[src/rtl/sdfa_pkg.sv]
// Shared definitions for the sdfa neuron controller.
// State codes, width defaults and the drain timeout default.
package sdfa_pkg;

    localparam int DEF_W_WGT   = 9;
    localparam int DEF_W_SUM   = 10;
    localparam int DEF_W_LEN   = 8;
    localparam int DEF_TIMEOUT = 16;

    typedef logic [2:0] state_t;

    localparam logic [2:0] S_IDLE     = 3'd0;
    localparam logic [2:0] S_PREFETCH = 3'd1;
    localparam logic [2:0] S_STREAM   = 3'd2;
    localparam logic [2:0] S_DRAIN    = 3'd3;
    localparam logic [2:0] S_OUTPUT   = 3'd4;
    localparam logic [2:0] S_RELEASE  = 3'd5;

endpackage

[src/rtl/sdfa_addr_gen.sv]
// Block address generator: one read per active cycle until len reads issued.
// idx counts reads issued; during streaming idx-1 is the element on the bus.
module sdfa_addr_gen
    import sdfa_pkg::*;
#(
    parameter int W_LEN = DEF_W_LEN
) (
    input  logic             clk,
    input  logic             rst,
    input  logic             load,
    input  logic             active,
    input  logic [W_LEN-1:0] base,
    input  logic [W_LEN-1:0] len,
    output logic             mem_re,
    output logic [W_LEN-1:0] mem_addr,
    output logic             first,
    output logic             last
);

    logic [W_LEN-1:0] base_q;
    logic [W_LEN-1:0] len_q;
    logic [W_LEN-1:0] idx_q;

    always_ff @(posedge clk) begin
        if (rst) begin
            base_q <= '0;
            len_q  <= '0;
            idx_q  <= '0;
        end else if (load) begin
            base_q <= base;
            len_q  <= len;
            idx_q  <= '0;
        end else if (active) begin
            idx_q <= idx_q + 1'b1;
        end
    end

    // Address wraps naturally in W_LEN bits.
    assign mem_re   = active && (idx_q != len_q);
    assign mem_addr = mem_re ? base_q + idx_q : '0;
    assign first    = (idx_q == W_LEN'(1));
    assign last     = (idx_q == len_q);

endmodule

[src/rtl/sdfa_neuron_ctrl.sv]
// Sequencer for one sdfa_neuron: fetch block, stream it, await the sum,
// and hand the sum downstream over valid/ready.
module sdfa_neuron_ctrl
    import sdfa_pkg::*;
#(
    parameter int W_WGT   = DEF_W_WGT,
    parameter int W_SUM   = DEF_W_SUM,
    parameter int W_LEN   = DEF_W_LEN,
    parameter int TIMEOUT = DEF_TIMEOUT
) (
    input  logic             clk,
    input  logic             rst,
    input  logic             start,
    input  logic [W_LEN-1:0] base_addr,
    input  logic [W_LEN-1:0] blk_len,
    output logic             busy,
    output logic             mem_re,
    output logic [W_LEN-1:0] mem_addr,
    input  logic             mem_spike,
    input  logic [W_WGT-1:0] mem_weight,
    output logic             n_cal_en,
    output logic             n_new_block,
    output logic             n_input_spike,
    output logic [W_WGT-1:0] n_weight,
    output logic             n_read_done,
    input  logic [W_SUM-1:0] n_sum,
    input  logic             n_cal_done,
    output logic             out_valid,
    input  logic             out_ready,
    output logic [W_SUM-1:0] sum_out,
    output logic             err
);

    localparam int W_TO = $clog2(TIMEOUT + 1);

    state_t          state;
    logic [W_TO-1:0] wait_q;
    logic            accept;
    logic            streaming;
    logic            rd_active;
    logic            first;
    logic            last;

    assign accept    = (state == S_IDLE) && start && (blk_len != '0);
    assign streaming = (state == S_STREAM);
    assign rd_active = (state == S_PREFETCH) || streaming;

    sdfa_addr_gen #(
        .W_LEN(W_LEN)
    ) u_addr (
        .clk     (clk),
        .rst     (rst),
        .load    (accept),
        .active  (rd_active),
        .base    (base_addr),
        .len     (blk_len),
        .mem_re  (mem_re),
        .mem_addr(mem_addr),
        .first   (first),
        .last    (last)
    );

    always_ff @(posedge clk) begin
        if (rst) begin
            state   <= S_IDLE;
            wait_q  <= '0;
            sum_out <= '0;
            err     <= 1'b0;
        end else begin
            unique case (1'b1)
                (state == S_IDLE): begin
                    if (accept) begin
                        state <= S_PREFETCH;
                        err   <= 1'b0;
                    end
                end
                (state == S_PREFETCH): state <= S_STREAM;
                (state == S_STREAM): begin
                    if (last) begin
                        state  <= S_DRAIN;
                        wait_q <= '0;
                    end
                end
                (state == S_DRAIN): begin
                    // A done arriving on the final wait cycle still wins.
                    if (n_cal_done) begin
                        sum_out <= n_sum;
                        state   <= S_OUTPUT;
                    end else if (wait_q == W_TO'(TIMEOUT - 1)) begin
                        sum_out <= '0;
                        err     <= 1'b1;
                        state   <= S_OUTPUT;
                    end else begin
                        wait_q <= wait_q + 1'b1;
                    end
                end
                (state == S_OUTPUT): begin
                    if (out_ready) state <= S_RELEASE;
                end
                (state == S_RELEASE): state <= S_IDLE;
                default: state <= S_IDLE;
            endcase
        end
    end

    assign busy          = (state != S_IDLE);
    assign n_cal_en      = streaming;
    assign n_new_block   = streaming && first;
    assign n_input_spike = streaming && mem_spike;
    assign n_weight      = streaming ? mem_weight : '0;
    assign n_read_done   = (state == S_RELEASE);
    assign out_valid     = (state == S_OUTPUT);

endmodule

[config.mk]
export PLATFORM = sky130hd
export DESIGN_NAME = sdfa_neuron_ctrl
export DESIGN_NICKNAME = d
export VERILOG_FILES = /design/src/rtl/sdfa_pkg.sv /design/src/rtl/sdfa_addr_gen.sv /design/src/rtl/sdfa_neuron_ctrl.sv
export SDC_FILE = /design/constraint.sdc
export NUM_CORES = 1
export LEC_CHECK = 0
export ABC_AREA = 1
export BUFFER_PORTS_ARGS = -buffer_cell sky130_fd_sc_hd__buf_4
export CAP_MARGIN = 0
export CORE_ASPECT_RATIO = 0.8
export CORE_MARGIN = 2
export CORE_UTILIZATION = 39
export CTS_BUF_LIST = sky130_fd_sc_hd__clkbuf_4 sky130_fd_sc_hd__clkbuf_8 sky130_fd_sc_hd__clkbuf_16
export DETAILED_ROUTE_END_ITERATION = 16
export GPL_ROUTABILITY_DRIVEN = 0
export MAX_ROUTING_LAYER = met4
export PLACE_DENSITY = 0.67
export SKIP_LAST_GASP = 1
export SLEW_MARGIN = 0
export SYNTH_ARGS = -nofsm -noshare
export SYNTH_HDL_FRONTEND = slang
export SYNTH_SLANG_ARGS = --single-unit
export TNS_END_PERCENT = 100
[constraint.sdc]
create_clock -name clk -period 2.6 [get_ports clk]
set_input_delay 0.52 -clock clk [delete_from_list [all_inputs] [get_ports clk]]
set_output_delay 0.52 -clock clk [all_outputs]
set_load 0.01 [all_outputs]
==> results.sh <==
export IMPL_maxSlewHeadroom=0.743
export IMPL_place_inst=502
export IMPL_tns_ns=0
export IMPL_ys_top_cells_by_area="dfxtp_1, nand2_1, nor2_1, a21oi_1, ha_1"
export IMPL_synth_distinct_cells=32
export IMPL_cts_tree="yes"
export IMPL_grt_max_degree=19
export IMPL_finalNonFillerCells=511
export IMPL_worstSetupEndpointType="output pin"
export IMPL_period_needed_ns=2.52
export IMPL_finClkSkew_ns=0.00555
export IMPL_synth_nets=404
export IMPL_critPathKind="register to output pin"
export IMPL_cts_htree_levels=2
export IMPL_cts_sinks=43
export IMPL_first_global_vias=2047
export IMPL_drc=0
export IMPL_detail_route_iter0_violations=115
export IMPL_drt_pass1_iter_count=6
export IMPL_synth_edf_count=0
export IMPL_num_vias=2426
export IMPL_setup_violations=0
export IMPL_dp_hpwl_mm=4.57
export IMPL_worst_pin_slew_ns=0.384
export IMPL_pre_cts_ws_ns=0.281
export IMPL_synth_seq_area_share=0.358
export IMPL_post_route_period_util=0.971
export IMPL_nets=482
export IMPL_required_ns=2.08
export IMPL_syn_inst=351
export IMPL_die_y_um=74.2
export IMPL_max_clock_freq_mhz=396
export IMPL_fp_dieW_um=91.8
export IMPL_hold_path_class="input pin to register"
export IMPL_holdBufCountCts=0
export IMPL_fill_cells=603
export IMPL_globalRouteOverflowTotal=0
export IMPL_portBuffers=75
export IMPL_yosysTopAreaCell="dfxtp_1"
export IMPL_num_rows=25
export IMPL_grt_pass1_wl_mm=9.40
export IMPL_grt_util_all_layers=0.181
export IMPL_areaGrowthSynthToFinish_pct=32.2
export IMPL_clockBufferDepth=2
export IMPL_die_area_sq_um=6810
export IMPL_async_flop_share=0
export IMPL_synth_top_area_frac=0.358
export IMPL_syn_area_sq_um=2400
export IMPL_vias_per_cell=4.75
export IMPL_pwr_density_cell_nw_per_um2=771
export IMPL_yosysMostFrequentCell="nand2_1"
export IMPL_drive_gt1_frac=0.270
export IMPL_antenna_found_initial=0
export IMPL_maxCapViolCount=0
export IMPL_diodes=0
export IMPL_synth_seq_cells=43
export IMPL_irDropWorstVdd_mv=0.308
export IMPL_start_util=0.405
export IMPL_core_area_sq_um=5940
export IMPL_leakage_nw=1.50
export IMPL_wl_per_cell_um=11.7
export IMPL_synthFlopType="dfxtp_1"
export IMPL_postSynthAreaPerCell_sq_um=6.85
export IMPL_ys_top_cells_by_count="nand2_1, nor2_1, dfxtp_1"
export IMPL_final_antenna_net_count=0
export IMPL_slew_viol_final=0
export IMPL_path_clk_slew_ns=0.08
export IMPL_clock_latency_ns=0.30
export IMPL_status="finished, final reports clean"
export IMPL_total_power_mw=2.45
export IMPL_fin_ws_ns=0.0754
export IMPL_critPathLaunchType="register"
export IMPL_pin_count=76
export IMPL_crit_fanout=4
export IMPL_hold_viol=0
export IMPL_ys_warn_count=0
export IMPL_finalWirelength_mm=6.00
export IMPL_clock_root_buffer="clkbuf_8"
export IMPL_numCtsBuffers=5
export IMPL_cp_arrival_ns=2.00
[metal layers]
metal  vias to the layer above  GRT usage  share of wire
li1                       1293          -              -
met1                      1069      0.242           0.50
met2                        56      0.268           0.44
met3                         8     0.0395          0.048
met4                         0     0.0697          0.015
met5                         -          -              0
[cells in the final DEF (no fill, tap or decap), drive strengths merged]
cell type  instances
buf               81
nand2             62
nor2              59
inv               44
dfxtp             43
a21oi             33
o21ai             30
nand3             26
ha                11
clkbuf             7
xnor2              6
nor3               6
nor3b              5
nand4              4
clkinv             4
xor2               3
o211ai             1
a21boi             1
o2111ai            1
nand3b             1
or2                1
fa                 1
[cell families after synthesis]
kind of cell,Yosys count,synth area share
and+or+nand+nor,164,0.311
buffers and inverters,57,0.0916
xor gates and xnor gates,9,0.0328
AOI/OAI and AO/OA,66,0.141
adders and majority gates,12,0.0656
DFF,43,0.358
[timing repair]
item,in CTS,in global routing
cloned,0,0
gates resized for setup,2,4
setup buffers,0,1
pin swaps,0,1
endpoints found under the setup margin,1,1
[path summary, 6_finish.rpt]
path              slack (ns)             from  depth (start not counted)          endpoint
setup / recovery        0.08  u_addr.idx_q[0]                         10       mem_addr[6]
hold / removal          0.45     base_addr[2]                          3  u_addr.base_q[2]
setup reg to reg        0.90        wait_q[0]                         10         wait_q[2]
hold reg to reg         0.46              err                          2               err
[flip-flops by register name (all words and copies together) (netlist names)]
signal,flops
sum_out,10
u_addr.len_q,8
state,3
wait_q,5
u_addr.idx_q,8
u_addr.base_q,8
err,1
[layout make-up]
cell class | instances | area [sq um] | share of cell area
Sequential cell | 43 | 865 | 0.272
Multi-Input combinational cell | 251 | 1340 | 0.421
Clock inverter | 1 | 5.00 | 0.00157
Timing Repair Buffer | 81 | 608 | 0.191
Clock buffer | 7 | 83.8 | 0.0264
Inverter | 47 | 178 | 0.0559
Tap cell | 81 | 101 | 0.0319
[per-stage QoR]
step | hold slack (ns) | utilization | instance area (sq um)
6_report | 0.450 | 0.535 | 3180
2_1_floorplan | 0.440 | - | 2400
4_1_cts | 0.441 | 0.531 | 3160
3_3_place_gp | 0.447 | 0.516 | 3060
3_5_place_dp | 0.452 | 0.516 | 3060
5_1_grt | 0.445 | 0.535 | 3180
[worst max-delay path, stage by stage (launching register included)]
cell and delay [ns]:
dfxtp_4 0.36, ha_2 0.19, fa_2 0.38, nand3_2 0.07, nand2_1 0.07, nand2_1 0.08
nand2_1 0.07, a21oi_2 0.13, xor2_1 0.15, nor2_1 0.05, buf_4 0.15
[report_power, final]
part	total (mW)	internal, mW	switching [mW]
logic	1.14	0.456	0.682
registers	0.874	0.786	0.0880
clock network	0.439	0.210	0.230
total	2.45	1.45	1.00
(Power assumes the default switching activity.)
